`src/rtl/ps2_scancode_decoder_pkg.sv`:
```
// ---------------------------------------------------------------------------
// ps2_pkg : shared constants, FSM states and event record for the decoder
// Rev 1.0
// ---------------------------------------------------------------------------
`default_nettype none

package ps2_pkg;

   localparam logic [7:0] C_PFX_E0 = 8'hE0;
   localparam logic [7:0] C_PFX_F0 = 8'hF0;
   localparam logic [7:0] C_PFX_E1 = 8'hE1;

   localparam logic [7:0] C_KEY_LSHIFT = 8'h12;
   localparam logic [7:0] C_KEY_RSHIFT = 8'h59;
   localparam logic [7:0] C_KEY_CTRL   = 8'h14;
   localparam logic [7:0] C_KEY_ALT    = 8'h11;
   localparam logic [7:0] C_KEY_CAPS   = 8'h58;

   // Pause is E1 followed by seven more bytes that carry no extra meaning.
   localparam logic [2:0] C_PAUSE_SKIP = 3'd7;

   typedef enum logic [2:0] {
      S_IDLE    = 3'd0,
      S_EXT     = 3'd1,
      S_BRK     = 3'd2,
      S_EXT_BRK = 3'd3,
      S_PAUSE   = 3'd4
   } state_t;

   typedef struct packed {
      logic [7:0] code;
      logic       ext;
      logic       rel;
      logic [7:0] ascii;
   } event_t;

   function automatic logic is_ignored(input logic [7:0] i_byte);
      case (i_byte)
         8'hAA, 8'hFA, 8'hFE, 8'hEE, 8'h00, 8'hFF: return 1'b1;
         default:                                  return 1'b0;
      endcase
   endfunction

endpackage

`default_nettype wire

```
`src/rtl/ps2_scancode_decoder_if.sv`:
```
// ---------------------------------------------------------------------------
// ps2_ev_if : key-event ready/valid handshake between decoder and consumer
// Rev 1.0
// ---------------------------------------------------------------------------
`default_nettype none

interface ps2_ev_if;

   logic       ev_valid;
   logic       ev_ready;
   logic [7:0] ev_code;
   logic       ev_ext;
   logic       ev_release;
   logic [7:0] ev_ascii;

   modport master (
      output ev_valid,
      input  ev_ready,
      output ev_code,
      output ev_ext,
      output ev_release,
      output ev_ascii
   );

   modport slave (
      input  ev_valid,
      output ev_ready,
      input  ev_code,
      input  ev_ext,
      input  ev_release,
      input  ev_ascii
   );

endinterface

`default_nettype wire

```
`src/rtl/ps2_scancode_decoder_ascii_map.sv`:
```
// ---------------------------------------------------------------------------
// ps2_ascii_map : combinational Set-2 scan code to ASCII lookup
// Rev 1.0
// ---------------------------------------------------------------------------
`default_nettype none

module ps2_ascii_map
   import ps2_pkg::*;
(
   input  logic [7:0] i_code,
   input  logic       i_ext,
   input  logic       i_shift,
   input  logic       i_caps,
   output logic [7:0] o_ascii
);

   logic [7:0] w_lower;
   logic [7:0] w_norm;
   logic [7:0] w_shft;

   always_comb begin
      w_lower = 8'h00;
      w_norm  = 8'h00;
      w_shft  = 8'h00;
      case (i_code)
         8'h1C: w_lower = 8'h61;
         8'h32: w_lower = 8'h62;
         8'h21: w_lower = 8'h63;
         8'h23: w_lower = 8'h64;
         8'h24: w_lower = 8'h65;
         8'h2B: w_lower = 8'h66;
         8'h34: w_lower = 8'h67;
         8'h33: w_lower = 8'h68;
         8'h43: w_lower = 8'h69;
         8'h3B: w_lower = 8'h6A;
         8'h42: w_lower = 8'h6B;
         8'h4B: w_lower = 8'h6C;
         8'h3A: w_lower = 8'h6D;
         8'h31: w_lower = 8'h6E;
         8'h44: w_lower = 8'h6F;
         8'h4D: w_lower = 8'h70;
         8'h15: w_lower = 8'h71;
         8'h2D: w_lower = 8'h72;
         8'h1B: w_lower = 8'h73;
         8'h2C: w_lower = 8'h74;
         8'h3C: w_lower = 8'h75;
         8'h2A: w_lower = 8'h76;
         8'h1D: w_lower = 8'h77;
         8'h22: w_lower = 8'h78;
         8'h35: w_lower = 8'h79;
         8'h1A: w_lower = 8'h7A;
         8'h45: begin w_norm = 8'h30; w_shft = 8'h29; end
         8'h16: begin w_norm = 8'h31; w_shft = 8'h21; end
         8'h1E: begin w_norm = 8'h32; w_shft = 8'h40; end
         8'h26: begin w_norm = 8'h33; w_shft = 8'h23; end
         8'h25: begin w_norm = 8'h34; w_shft = 8'h24; end
         8'h2E: begin w_norm = 8'h35; w_shft = 8'h25; end
         8'h36: begin w_norm = 8'h36; w_shft = 8'h5E; end
         8'h3D: begin w_norm = 8'h37; w_shft = 8'h26; end
         8'h3E: begin w_norm = 8'h38; w_shft = 8'h2A; end
         8'h46: begin w_norm = 8'h39; w_shft = 8'h28; end
         8'h0E: begin w_norm = 8'h60; w_shft = 8'h7E; end
         8'h4E: begin w_norm = 8'h2D; w_shft = 8'h5F; end
         8'h55: begin w_norm = 8'h3D; w_shft = 8'h2B; end
         8'h54: begin w_norm = 8'h5B; w_shft = 8'h7B; end
         8'h5B: begin w_norm = 8'h5D; w_shft = 8'h7D; end
         8'h5D: begin w_norm = 8'h5C; w_shft = 8'h7C; end
         8'h4C: begin w_norm = 8'h3B; w_shft = 8'h3A; end
         8'h52: begin w_norm = 8'h27; w_shft = 8'h22; end
         8'h41: begin w_norm = 8'h2C; w_shft = 8'h3C; end
         8'h49: begin w_norm = 8'h2E; w_shft = 8'h3E; end
         8'h4A: begin w_norm = 8'h2F; w_shft = 8'h3F; end
         // Control keys ignore shift, so both columns hold the same value.
         8'h29: begin w_norm = 8'h20; w_shft = 8'h20; end
         8'h5A: begin w_norm = 8'h0D; w_shft = 8'h0D; end
         8'h66: begin w_norm = 8'h08; w_shft = 8'h08; end
         8'h76: begin w_norm = 8'h1B; w_shft = 8'h1B; end
         8'h0D: begin w_norm = 8'h09; w_shft = 8'h09; end
         default: begin end
      endcase
   end

   always_comb begin
      o_ascii = 8'h00;
      if (i_ext) begin
         if (i_code == 8'h5A)
            o_ascii = 8'h0D;
         else if (i_code == 8'h4A)
            o_ascii = 8'h2F;
      end else if (w_lower != 8'h00) begin
         o_ascii = (i_shift ^ i_caps) ? (w_lower - 8'h20) : w_lower;
      end else begin
         o_ascii = i_shift ? w_shft : w_norm;
      end
   end

endmodule

`default_nettype wire

```
`src/rtl/ps2_scancode_decoder.sv`:
```
// ---------------------------------------------------------------------------
// ps2_scancode_decoder : resolves Set-2 prefix sequences into buffered key events
// Rev 1.0
// ---------------------------------------------------------------------------
`default_nettype none

module ps2_scancode_decoder
   import ps2_pkg::*;
#(
   parameter int FIFO_DEPTH  = 8,
   parameter int TIMEOUT_CYC = 250000
) (
   input  logic       clock_25,
   input  logic       reset,
   input  logic       keyb_ready,
   input  logic [7:0] keyb_data,
   ps2_ev_if.master   ev,
   output logic       mod_shift,
   output logic       mod_ctrl,
   output logic       mod_alt,
   output logic       caps_lock,
   output logic       overflow
);

   localparam int C_AW = $clog2(FIFO_DEPTH);
   localparam int C_TW = $clog2(TIMEOUT_CYC + 1);

   state_t          r_state;
   state_t          w_next;
   logic [2:0]      r_skip;
   logic [2:0]      w_skip_nxt;
   logic [C_TW-1:0] r_tmo;
   logic            w_timeout;

   logic            w_emit;
   logic            w_ext;
   logic            w_rel;
   logic [7:0]      w_code;
   logic [7:0]      w_ascii;

   event_t          r_ev;
   logic            r_ev_vld;

   logic            r_lshift, r_rshift;
   logic            r_lctrl, r_rctrl;
   logic            r_lalt, r_ralt;
   logic            r_caps;
   logic            r_ovf;

   event_t          r_mem [FIFO_DEPTH];
   logic [C_AW:0]   r_wptr, r_rptr;
   logic            w_empty, w_full, w_pop, w_push;
   event_t          w_head;

   assign w_timeout = (r_state != S_IDLE) && (r_tmo == C_TW'(TIMEOUT_CYC - 1));

   always_ff @(posedge clock_25) begin
      if (reset) begin
         r_state <= S_IDLE;
         r_skip  <= 3'd0;
      end else begin
         r_state <= w_next;
         r_skip  <= w_skip_nxt;
      end
   end

   always_comb begin
      w_next     = r_state;
      w_skip_nxt = r_skip;
      w_emit     = 1'b0;
      w_ext      = 1'b0;
      w_rel      = 1'b0;
      w_code     = keyb_data;
      if (keyb_ready) begin
         case (r_state)
            S_IDLE: begin
               if (keyb_data == C_PFX_E0) begin
                  w_next = S_EXT;
               end else if (keyb_data == C_PFX_F0) begin
                  w_next = S_BRK;
               end else if (keyb_data == C_PFX_E1) begin
                  w_next     = S_PAUSE;
                  w_skip_nxt = C_PAUSE_SKIP;
               end else if (!is_ignored(keyb_data)) begin
                  w_emit = 1'b1;
               end
            end
            S_EXT: begin
               if (keyb_data == C_PFX_F0) begin
                  w_next = S_EXT_BRK;
               end else if (keyb_data != C_PFX_E0) begin
                  w_emit = 1'b1;
                  w_ext  = 1'b1;
                  w_next = S_IDLE;
               end
            end
            S_BRK: begin
               w_emit = 1'b1;
               w_rel  = 1'b1;
               w_next = S_IDLE;
            end
            S_EXT_BRK: begin
               w_emit = 1'b1;
               w_ext  = 1'b1;
               w_rel  = 1'b1;
               w_next = S_IDLE;
            end
            S_PAUSE: begin
               w_skip_nxt = r_skip - 3'd1;
               if (r_skip == 3'd1) begin
                  w_emit = 1'b1;
                  w_code = C_PFX_E1;
                  w_next = S_IDLE;
               end
            end
            default: w_next = S_IDLE;
         endcase
      end else if (w_timeout) begin
         w_next = S_IDLE;
      end
   end

   always_ff @(posedge clock_25) begin
      if (reset || keyb_ready || (r_state == S_IDLE))
         r_tmo <= '0;
      else
         r_tmo <= r_tmo + 1'b1;
   end

   ps2_ascii_map u_ascii_map (
      .i_code  (w_code),
      .i_ext   (w_ext),
      .i_shift (mod_shift),
      .i_caps  (caps_lock),
      .o_ascii (w_ascii)
   );

   always_ff @(posedge clock_25) begin
      if (reset) begin
         r_ev_vld <= 1'b0;
         r_ev     <= '0;
      end else begin
         r_ev_vld <= w_emit;
         if (w_emit)
            r_ev <= '{code: w_code, ext: w_ext, rel: w_rel, ascii: w_ascii};
      end
   end

   // Modifiers track the decoded stream, independent of FIFO acceptance.
   always_ff @(posedge clock_25) begin
      if (reset) begin
         r_lshift <= 1'b0;
         r_rshift <= 1'b0;
         r_lctrl  <= 1'b0;
         r_rctrl  <= 1'b0;
         r_lalt   <= 1'b0;
         r_ralt   <= 1'b0;
         r_caps   <= 1'b0;
      end else if (w_emit) begin
         if (!w_ext && (w_code == C_KEY_LSHIFT)) r_lshift <= !w_rel;
         if (!w_ext && (w_code == C_KEY_RSHIFT)) r_rshift <= !w_rel;
         if (w_code == C_KEY_CTRL) begin
            if (w_ext) r_rctrl <= !w_rel;
            else       r_lctrl <= !w_rel;
         end
         if (w_code == C_KEY_ALT) begin
            if (w_ext) r_ralt <= !w_rel;
            else       r_lalt <= !w_rel;
         end
         if (!w_ext && !w_rel && (w_code == C_KEY_CAPS)) r_caps <= !r_caps;
      end
   end

   assign mod_shift = r_lshift | r_rshift;
   assign mod_ctrl  = r_lctrl  | r_rctrl;
   assign mod_alt   = r_lalt   | r_ralt;
   assign caps_lock = r_caps;

   assign w_empty = (r_wptr == r_rptr);
   assign w_full  = (r_wptr[C_AW] != r_rptr[C_AW]) &&
                    (r_wptr[C_AW-1:0] == r_rptr[C_AW-1:0]);
   assign w_pop   = !w_empty && ev.ev_ready;
   assign w_push  = r_ev_vld && (!w_full || w_pop);

   always_ff @(posedge clock_25) begin
      if (w_push)
         r_mem[r_wptr[C_AW-1:0]] <= r_ev;
   end

   always_ff @(posedge clock_25) begin
      if (reset) begin
         r_wptr <= '0;
         r_rptr <= '0;
         r_ovf  <= 1'b0;
      end else begin
         if (w_push) r_wptr <= r_wptr + 1'b1;
         if (w_pop)  r_rptr <= r_rptr + 1'b1;
         if (r_ev_vld && w_full && !w_pop) r_ovf <= 1'b1;
      end
   end

   assign overflow = r_ovf;

   // Head outputs are masked so an empty FIFO presents all-zero fields.
   assign w_head        = r_mem[r_rptr[C_AW-1:0]];
   assign ev.ev_valid   = !w_empty;
   assign ev.ev_code    = w_empty ? 8'h00 : w_head.code;
   assign ev.ev_ext     = w_empty ? 1'b0  : w_head.ext;
   assign ev.ev_release = w_empty ? 1'b0  : w_head.rel;
   assign ev.ev_ascii   = w_empty ? 8'h00 : w_head.ascii;

endmodule

`default_nettype wire

```
`src/flat_wrapper.sv`:
```
// flat-port wrapper written by rule: the top's interface ports become plain ports
module ps2_scancode_decoder_flat import ps2_pkg::*;
#(
   parameter int FIFO_DEPTH  = 8,
   parameter int TIMEOUT_CYC = 250000
)
  (clock_25, reset, keyb_ready, keyb_data, mod_shift, mod_ctrl, mod_alt, caps_lock, overflow, ev_ev_valid, ev_ev_ready, ev_ev_code, ev_ev_ext, ev_ev_release, ev_ev_ascii);
  ps2_ev_if ev_i ();
  input  logic clock_25;
  input  logic reset;
  input  logic keyb_ready;
  input  logic [7:0] keyb_data;
  output logic mod_shift;
  output logic mod_ctrl;
  output logic mod_alt;
  output logic caps_lock;
  output logic overflow;
  output wire logic [$bits(ev_i.ev_valid)-1:0] ev_ev_valid;
  input wire logic [$bits(ev_i.ev_ready)-1:0] ev_ev_ready;
  output wire logic [$bits(ev_i.ev_code)-1:0] ev_ev_code;
  output wire logic [$bits(ev_i.ev_ext)-1:0] ev_ev_ext;
  output wire logic [$bits(ev_i.ev_release)-1:0] ev_ev_release;
  output wire logic [$bits(ev_i.ev_ascii)-1:0] ev_ev_ascii;
  assign ev_ev_valid = ev_i.ev_valid;
  assign ev_i.ev_ready = ev_ev_ready;
  assign ev_ev_code = ev_i.ev_code;
  assign ev_ev_ext = ev_i.ev_ext;
  assign ev_ev_release = ev_i.ev_release;
  assign ev_ev_ascii = ev_i.ev_ascii;
  ps2_scancode_decoder #(.FIFO_DEPTH(FIFO_DEPTH), .TIMEOUT_CYC(TIMEOUT_CYC)) u_core (.clock_25(clock_25), .reset(reset), .keyb_ready(keyb_ready), .keyb_data(keyb_data), .ev(ev_i), .mod_shift(mod_shift), .mod_ctrl(mod_ctrl), .mod_alt(mod_alt), .caps_lock(caps_lock), .overflow(overflow));
endmodule
```
`config.mk`:
```
export PLATFORM = sky130hd
export DESIGN_NAME = ps2_scancode_decoder_flat
export DESIGN_NICKNAME = d
export VERILOG_FILES = /design/src/rtl/ps2_scancode_decoder_pkg.sv /design/src/rtl/ps2_scancode_decoder_if.sv /design/src/rtl/ps2_scancode_decoder_ascii_map.sv /design/src/rtl/ps2_scancode_decoder.sv /design/src/flat_wrapper.sv
export SDC_FILE = /design/constraint.sdc
export NUM_CORES = 1
export LEC_CHECK = 0
export CORE_MARGIN = 1.5
export CORE_UTILIZATION = 55
export DETAILED_ROUTE_END_ITERATION = 16
export PLACE_DENSITY_LB_ADDON = 0.15
export SYNTH_ARGS = -nofsm -noshare
export SYNTH_HDL_FRONTEND = slang
export SYNTH_SLANG_ARGS = --single-unit
```
`constraint.sdc`:
```
create_clock -name clock_25 -period 8.3 [get_ports clock_25]
set_input_delay 1.66 -clock clock_25 [delete_from_list [all_inputs] [get_ports clock_25]]
set_output_delay 1.66 -clock clock_25 [all_outputs]
set_load 0.005 [all_outputs]
```
=== Word level (Yosys, flattened, before mapping) ===
Memory sizes are Yosys's and may differ from the RTL's. A register that Yosys moved wholly into a read port is not among the register bits.
Cells that the tools add are included.
W data, S select, Z words.

* $add $sub $neg: 5
* Equal/unequal tests: 81
* Multiplexer cells: 52
* Bitwise operators: 5
* Reductions and logical operators: 36

{| class="wikitable"
|+ Operators by type and width
! operator !! count
|-
| $pmux W7 S26 || 3
|-
| $eq A8 B6 Y1 const B || 23
|-
| $eq A8 B7 Y1 const B || 22
|-
| $eq A8 B5 Y1 const B || 10
|-
| $mux W8 || 9
|-
| $eq A8 B8 Y1 const B || 8
|-
| $mux W3 || 13
|-
| $mux W1 || 21
|-
| $add A18 B1 Y18 const B || 1
|-
| $eq A18 B18 Y1 const B || 1
|-
| $eq A8 B4 Y1 const B || 2
|-
| $mux W6 || 2
|-
| $reduce_and A3 Y1 || 4
|-
| $logic_and A1 B1 Y1 || 10
|-
| $pmux W3 S3 || 1
|-
| $add A4 B1 Y4 const B || 2
|-
| $logic_not A8 Y1 || 1
|-
| $ne A8 B8 Y1 const B || 1
|-
| $reduce_bool A8 Y1 || 1
|-
| $sub A8 B6 Y8 const B || 1
|-
| $eq A3 B1 Y1 const B || 2
|-
| $eq A3 B2 Y1 const B || 2
|-
| $logic_not A1 Y1 || 6
|-
| $pmux W3 S2 || 1
|-
| 24 further kinds || 32
|}

* Flip-flop bits (word level): 59
* RAM bits: 144
* Output and inout port bits: 24
* Word-level logic and storage cells: 198
* Memories kept: 1

{| class="wikitable"
|+ Memory list
! memory !! depth !! bits a word !! read ports !! clocked after memory_dff !! wr ports !! line !! text
|-
| u_core.r_mem || 8 || 18 || 1 || 1 || 1 || ps2_scancode_decoder.sv:50 || <nowiki>event_t r_mem [FIFO_DEPTH];</nowiki>
|}

=== Depth between registers and ports, before layout ===
Gate-level depths: netlist (run 1).

* Depth after elaboration: 15
* Gate-level depth with buffers: 12
* Depth with buffers taken out: 10

=== Modules after synthesis ===
From an unflattened synthesis (run 1), not the netlist that was laid out.

* Cell total of the unflattened synthesis: 777
* Area total of the unflattened synthesis: 9849.4 sq um

{| class="wikitable"
|+ By module, submodules not included
! module !! instances !! cells each !! area an instance (sq um) !! seq. area each (sq um)
|-
| ps2_scancode_decoder || 1 || 573 || 8454.4 || 5565.3
|-
| ps2_ascii_map || 1 || 204 || 1395.1 || 0.0
|}

=== Worst setup path after synthesis (run 1) ===
No wires, ideal clock.

* Kind: input to register
* Start: in keyb_data[5]
* End: reg u_core.r_ev[5] (netlist bit)
* Arrival time: 3.639 ns
* Path slack: 4.543 ns
* Stages on the path: 10
* Path through: buf_4 or4b_1 buf_2 o41ai_2 o31ai_1 o2111ai_2 inv_2 ha_1 nor2_1 o221a_1

* Word-level cells in the longest chain between the ends: 14
* Elaborated cells on any way between the ends: 93
* Those cells by class: add/sub: 1; eq/ne: 61; mux: 28; reduce/logical: 3

{| class="wikitable"
|+ Ends and longest elaborated chain
! what !! line !! text
|-
| start, declared || flat_wrapper.sv:12 || <nowiki>input logic [7:0] keyb_data;</nowiki>
|-
| $eq A8 B8 Y1 / $logic_not A8 Y1 (equally long branches) || ps2_scancode_decoder_pkg.sv:38 || <nowiki>case (i_byte)</nowiki>
|-
| $reduce_or A6 Y1 || ps2_scancode_decoder_pkg.sv:38 ||
|-
| $mux W1 || ps2_scancode_decoder_pkg.sv:38 ||
|-
| $mux W1 || ps2_scancode_decoder.sv:81 || <nowiki>end else if (keyb_data == C_PFX_E1) begin</nowiki>
|-
| $mux W1 || ps2_scancode_decoder.sv:79 || <nowiki>end else if (keyb_data == C_PFX_F0) begin</nowiki>
|-
| $mux W1 || ps2_scancode_decoder.sv:77 || <nowiki>if (keyb_data == C_PFX_E0) begin</nowiki>
|-
| $mux W1 || ps2_scancode_decoder.sv:75 || <nowiki>case (r_state)</nowiki>
|-
| $mux W1 || ps2_scancode_decoder.sv:74 || <nowiki>if (keyb_ready) begin</nowiki>
|-
| $mux W1 || ps2_scancode_decoder.sv:84 || <nowiki>end else if (!is_ignored(keyb_data)) begin</nowiki>
|-
| $mux W1 || ps2_scancode_decoder.sv:81 ||
|-
| $mux W1 || ps2_scancode_decoder.sv:79 ||
|-
| $mux W1 || ps2_scancode_decoder.sv:77 ||
|-
| $pmux W1 S4 || ps2_scancode_decoder.sv:75 ||
|-
| $mux W1 || ps2_scancode_decoder.sv:74 ||
|-
| end signal, assigned || ps2_scancode_decoder.sv:145 || <nowiki>r_ev <= '{code: w_code, ext: w_ext, rel: w_rel, ascii: w_ascii};</nowiki>
|-
| end, declared || ps2_scancode_decoder.sv:41 || <nowiki>event_t r_ev;</nowiki>
|}

Parallel ways exist; a longest one is shown, timed or not. The select of a mux whose other input is x is not followed.
A chain may end at the register's enable or synchronous reset.

=== Worst setup path after layout (run 1) ===
* Start: in keyb_data[0]
* End: reg u_core.r_ralt

* Word-level cells in the longest chain between the ends: 15
* Elaborated cells on any way between the ends: 32
* Those cells by class: eq/ne: 10; mux: 19; reduce/logical: 3

{| class="wikitable"
|+ Ends and longest elaborated chain
! what !! line !! text
|-
| $eq A8 B8 Y1 / $logic_not A8 Y1 (equally long branches) || ps2_scancode_decoder_pkg.sv:38 ||
|-
| $reduce_or A6 Y1 || ps2_scancode_decoder_pkg.sv:38 ||
|-
| $mux W1 || ps2_scancode_decoder_pkg.sv:38 ||
|-
| $mux W1 || ps2_scancode_decoder.sv:81 ||
|-
| $mux W1 || ps2_scancode_decoder.sv:79 ||
|-
| $mux W1 || ps2_scancode_decoder.sv:77 ||
|-
| $mux W1 || ps2_scancode_decoder.sv:75 ||
|-
| $mux W1 || ps2_scancode_decoder.sv:74 ||
|-
| $mux W1 || ps2_scancode_decoder.sv:84 ||
|-
| $mux W1 || ps2_scancode_decoder.sv:81 ||
|-
| $mux W1 || ps2_scancode_decoder.sv:79 ||
|-
| $mux W1 || ps2_scancode_decoder.sv:77 ||
|-
| $pmux W1 S4 || ps2_scancode_decoder.sv:75 ||
|-
| $mux W1 || ps2_scancode_decoder.sv:74 ||
|-
| $reduce_and A3 Y1 (no source line) (*) || - ||
|-
| end signal, assigned || ps2_scancode_decoder.sv:167 || <nowiki>if (w_ext) r_ralt <= !w_rel;</nowiki>
|-
| end, declared || ps2_scancode_decoder.sv:46 || <nowiki>logic r_lalt, r_ralt;</nowiki>
|}

Mark *: on every way between the ends. The rest lies on a longest branch, timed or not. The select of a mux whose other input is x is not followed.

==> results of run 1 <==
layer usage:
metal,track usage,routed length [µm],vias to the layer above
met4,0.09456,776,0
li1,-,-,3055
met5,0,0,-
met2,0.4223,11150,272
met3,0.03691,1317,56
met1,0.3388,9749,3366
worst max-delay path: cells and delay by family:
| family | cells | cell delay (ns) |
|---|---|---|
| AND/OR/NAND/NOR | 4 | 1.71 |
| AO/OA/AOI/OAI | 3 | 0.75 |
| buffers and inverters | 1 | 1.22 |
cell type report:
cell class                      count  area, µm²  share of cell area
Clock buffer                       32      649.4             0.05926
Timing Repair Buffer               55      500.5             0.04567
Tap cell                          225      281.5             0.02569
Inverter                           15      56.30            0.005138
Clock inverter                      6      37.54            0.003425
Sequential cell                   206       5567              0.5080
Multi-Input combinational cell    509       3866              0.3528
flip-flops by register name (all words and copies together), names as in the netlist, 3 cells and up, named ones only:
| signal | count |
|---|---|
| u_core.r_skip | 3 |
| u_core.r_rptr | 4 |
| u_core.r_tmo | 18 |
| u_core.r_state | 3 |
| u_core.r_ev | 18 |
| u_core.r_mem | 144 |
| u_core.r_wptr | 4 |
placed cells by master, fill, tap and decap left out, drive strengths merged, types with 8 or more instances in the layout:
cell type / Yosys / final
nor2b: 8 / 8
clkbuf: 24 / 32
inv: 15 / 17
nor3: 19 / 19
xor2: 11 / 11
nand4: 12 / 12
mux2i: 25 / 25
and3: 9 / 9
nor2: 90 / 90
edfxtp: 144 / 144
nand2: 49 / 49
dfxtp: 62 / 62
nand2b: 9 / 9
nor4: 11 / 11
o21ai: 26 / 26
buf: 32 / 20
mux4: 36 / 36
nand3: 24 / 24
clkdlybuf4s50: 0 / 35
xnor2: 16 / 16
a21oi: 29 / 29
o22ai: 10 / 10
a22oi: 8 / 8
or2: 8 / 8
metrics by stage:
| step | std cells | instance area, µm² | worst slack [ns] | util | hold WS, ns |
|---|---|---|---|---|---|
| detailed placement | 1010 | 10270 | 2.921 | 0.5918 | 0.4436 |
| CTS | 1048 | 10960 | 3.440 | 0.6313 | 0.4592 |
| global route | 1048 | 10960 | 3.142 | 0.6313 | 0.4806 |
| global placement | 1010 | 10270 | 2.984 | 0.5918 | 0.4268 |
| finish | 1048 | 10960 | 3.338 | 0.6313 | 0.4493 |
| floorplan | 786 | 9778 | 4.543 | - | 0.4175 |
power by group through the flow:
| stage | clock (µW) | combinational (µW) | sequential [µW] |
|---|---|---|---|
| 2_1_floorplan | 0 | 157 | 1140 |
| 3_3_place_gp | 0 | 230 | 1150 |
| 3_5_place_dp | 0 | 232 | 1150 |
| 4_1_cts | 922 | 233 | 1130 |
| 5_1_grt | 961 | 253 | 1130 |
| 6_report | 907 | 232 | 1130 |
cells by family after synthesis:
kind of cell             Yosys count  synth area share
buffers and inverters             71           0.03672
XOR/XNOR                          27           0.02418
AO/OA/AOI/OAI                    130           0.09508
flip-flops                       206            0.5692
multiplexers                      61            0.1085
AND/OR/NAND/NOR                  284            0.1574
adder cells (fa/ha/maj)            7          0.008957
how the worst max path moves through the flow:
stage / startpoint / end / slack, ns
5_1_grt: keyb_data[0] / u_core.r_rctrl$_SDFFE_PP0P_ / 3.14
2_1_floorplan: keyb_data[5] / u_core.r_ev[5]$_SDFFE_PP0P_ / 4.54
6_report: keyb_data[0] / u_core.r_ralt$_SDFFE_PP0P_ / 3.34
3_5_place_dp: keyb_data[0] / u_core.r_ralt$_SDFFE_PP0P_ / 2.92
4_1_cts: keyb_data[0] / u_core.r_rctrl$_SDFFE_PP0P_ / 3.44
3_3_place_gp: keyb_data[0] / u_core.r_ralt$_SDFFE_PP0P_ / 2.98
==> flow_metrics.tcl, run 1 <==
set metrics [dict create \
    wirelength_um 22990 \
    relSlewSlack 0.2445 \
    r2r_slack_ns 5.36 \
    power.share.switching 0.2215 \
    vias_per_cell 6.440 \
    synth_commonest_cells "edfxtp_1, nor2_1, dfxtp_1" \
    status "completed" \
    die_area_um2 18590 \
    gr-usage-all-layers 0.2536 \
    die_w_um 136.3 \
    cts_root_buffer "clkbuf_16" \
    postSynthAreaPerCell_um2 12.44 \
    synth-seq-cells 206 \
    grt_pass1_vias 6609 \
    wl_per_cell_um 21.94 \
    synth-warning-count 0 \
    hp-class "reg -> reg" \
    cts_setup_buffers 0 \
    grt_start_max_net_pins 39 \
    yosysUniqueCellTypes 86 \
    p_per_area_nw_per_um2 206.9 \
    max_freq_mhz 201.5 \
    worst_pin_slew_ns 1.130 \
    clock_skew_ns 0.01522 \
    syn2layout_area_growth_pct 12.07 \
    drive_gt1_frac 0.1543 \
    timing.final.max_slew_violations 0 \
    tns_ns 0 \
    cts_made_buffers 21 \
    pin_count 36 \
    worstHoldEndpoint "u_core.r_tmo[0]$_SDFF_PP0_" \
    drc 0 \
    synthFlopType "edfxtp_1" \
    p_int_uw 1765 \
    fin_crit_ns 4.962 \
    drt_pass1_iterations 5 \
    coreArea_um2 17360 \
    p_sw_uw 502.2 \
    peakVddDrop_uv 152.8 \
    critPathMaxStageDelay_ns 1.22 \
    antenna_cells 0 \
    fin_nets 827 \
    seqPwrFrac 0.498 \
    r2r_end "u_core.r_ev[5]$_SDFFE_PP0P_" \
    maxCapViolCount 0 \
    synth_largest_area_cell "edfxtp_1" \
    clk_path_buf_depth 3 \
    synth_top_area_share 0.4422 \
    p_leak_uw 0.003509 \
    dpl.hpwl_um 14930 \
    power_uw 2267 \
    io_buffers 35 \
    synth-seq-area-share 0.5692 \
    critPathCaptureType "register" \
    antenna_found_initial 0 \
    ys_async_sr_fraction 0 \
    detail-route-antenna-nets 0 \
    cts_tree "done" \
    cts_hold_buffers 0 \
    clk_latency_ns 0.49 \
    start_kind "input port" \
    crit_fanout 29 \
    comb_power_share 0.102 \
    r2r-start "u_core.r_state[2]$_SDFFE_PP0P_" \
    synth_area_leaders "edfxtp_1, dfxtp_1, mux4_2" \
    crit_arrival_ns 5.37 \
    synth_cells 786 \
    hold_start "u_core.r_tmo[0]$_SDFF_PP0_" \
    synth_edf_count 144 \
    hold_viol 0 \
    yosys.cell_count.top_type "edfxtp_1" \
    whs_path_depth 1 \
    slowest_stage "clkdlybuf4s50_1" \
    crit_type "in -> reg" \
    routabilityCongestion 0.9640 \
    clockPowerShare 0.400 \
    drt-initial-drc-count 566 \
    syn_nets 805 \
    htreeDepth 1 \
    n_fill_cell 1335 \
    chipHeight_um 136.3 \
    rsz0062_at_grt "false" \
    netlist_area_um2 9778 \
    clock_sinks 206 \
    fp-row-count 48 \
    crit_required_ns 8.70 \
    overflow 0 \
    start_util 0.5634 \
    finalSetupViolCount 0 \
    cts_resized 0 \
    path_cells "clkdlybuf4s50_1 > nor4b_2 > nand4_1 > a31oi_1 > o21ba_1 > or2_1 > nor3_1 > a311oi_1" \
    period_share 0.5978 \
    grt_pass1_wl_um 36020 \
    path_clk_slew_ns 0.06 \
    r2r_cells 7 \
    vias 6749 \
]
(Power assumes the default switching activity.)
==> inputs of run 2 (changes only) <==
clock period = 4 ns   (was 8.3 ns; I/O delays follow)
==> run 2 against run 1 <==
First-iteration DRC count is 19% higher; final area increased by 2.8%; flip-flop and latch count did not move; via count grew 0.22%; largest cell class unchanged; non-clock buffer count is 34 higher; core utilization up 1.8 points; highest routed layer is now met5; largest power group unchanged.
==> flow_metrics.tcl, run 2 (synthesized netlist as in run 1, its figures left out) <==
set metrics [dict create \
    grt_pass1_wl_um 37430 \
    wl_per_cell_um 22.22 \
    finalSetupViolCount 0 \
    critPathCaptureType "output pin" \
    vias_per_cell 6.240 \
    dpl.hpwl_um 16500 \
    routabilityCongestion 0.9387 \
    clock_skew_ns 0.02116 \
    slowest_stage "dfxtp_2" \
    fp-row-count 48 \
    timing.final.max_slew_violations 0 \
    die_w_um 136.3 \
    cts_setup_buffers 0 \
    worst_pin_slew_ns 1.023 \
    power_uw 4799 \
    final_cell_mix "edfxtp_1, nor2_1, dfxtp_1, buf_4, nand2_1" \
    p_per_area_nw_per_um2 425.9 \
    clk_latency_ns 0.49 \
    r2r_slack_ns 1.13 \
    cts_made_buffers 22 \
    tns_ns 0 \
    grt_pass1_vias 6724 \
    drive_gt1_frac 0.1828 \
    pin_count 36 \
    antenna_found_initial 1 \
    start_kind "register" \
    vias 6764 \
    largest_reg_flops 144 \
    period_share 0.8773 \
    fin_nets 862 \
    path_cells "buf_4 > mux4_2 > mux2i_1 > nor2_1 > clkdlybuf4s50_1" \
    grt_start_max_net_pins 37 \
    rsz0062_at_grt "false" \
    drt-initial-drc-count 672 \
    peakVddDrop_uv 356.7 \
    overflow 0 \
    chipHeight_um 136.3 \
    p_leak_uw 0.003691 \
    detail-route-antenna-nets 0 \
    hp-class "reg -> reg" \
    coreArea_um2 17360 \
    die_area_um2 18590 \
    hold_viol 0 \
    wirelength_um 24090 \
    clock_sinks 206 \
    cts_hold_buffers 0 \
    crit_type "reg -> out" \
    critPathMaxStageDelay_ns 0.61 \
    cts_tree "done" \
    drc 0 \
    cts_resized 0 \
    htreeDepth 1 \
    gr-usage-all-layers 0.2664 \
    crit_fanout 14 \
    syn2layout_area_growth_pct 15.23 \
    antenna_cells 0 \
    status "completed" \
    fin_crit_ns 3.509 \
    io_buffers 35 \
    maxCapViolCount 0 \
    relSlewSlack 0.3157 \
    path_clk_slew_ns 0.06 \
    final_common_cell "edfxtp_1" \
    crit_required_ns 3.20 \
    max_freq_mhz 285.0 \
    start_util 0.5634 \
    clk_path_buf_depth 3 \
    cts_root_buffer "clkbuf_16" \
    crit_arrival_ns 2.71 \
    drt_pass1_iterations 5 \
]
==> run 2: layer usage <==
layer  part of all wire  routed length (µm)  up-vias  GRT usage
li1                   -                   -     3145          -
met1               0.41                9860     3316     0.3384
met2               0.51               12310      244     0.4742
met3              0.051                1232       57    0.03505
met4              0.028                 671        2    0.08097
met5            0.00054                  13        -          0
==> run 2: layout make-up <==
| type | instances | area, µm² |
|---|---|---|
| Inverter | 15 | 56.30 |
| Timing Repair Buffer | 89 | 793.3 |
| Sequential cell | 206 | 5567 |
| Tap cell | 225 | 281.5 |
| Fill cell | 1297 | 6090 |
| Clock inverter | 10 | 101.3 |
| Clock buffer | 30 | 601.8 |
| Multi-Input combinational cell | 509 | 3866 |
==> run 2: stage by stage <==
stage	hold WS, ns	utilization	instance area, µm²	worst slack [ns]	std cells
2_1_floorplan	0.4175	-	9778	1.103	786
3_3_place_gp	0.4305	0.6086	10560	0.3551	1044
3_5_place_dp	0.4440	0.6086	10560	0.2995	1044
4_1_cts	0.4562	0.6491	11270	0.3898	1084
5_1_grt	0.4831	0.6491	11270	0.2540	1084
6_report	0.4468	0.6491	11270	0.4907	1084
==> run 2: path summary, 6_finish.rpt <==
check,from,end,depth (start not counted)
min,u_core.r_tmo[0]$_SDFF_PP0_,u_core.r_tmo[0]$_SDFF_PP0_,1
max reg2reg,u_core.r_state[2]$_SDFFE_PP0P_,u_core.r_ev[2]$_SDFFE_PP0P_,8
max,register,ev_ev_code[6],5
min reg2reg,u_core.r_tmo[0]$_SDFF_PP0_,u_core.r_tmo[0]$_SDFF_PP0_,1
==> run 2: worst max-delay path, delay by kind of cell, from the launching register on <==
family,cells,cell delay (ns)
buffers and inverters,2,0.83
muxes,2,0.71
DFF,1,0.61
and+or+nand+nor,1,0.06
==> run 2: where the power goes <==
part           switching (µW)  internal, µW  leakage, µW
sequential               44.3          2310      0.00182
clock                     761          1180     0.000339
combinational             251           249      0.00153
total                    1060          3740      0.00369
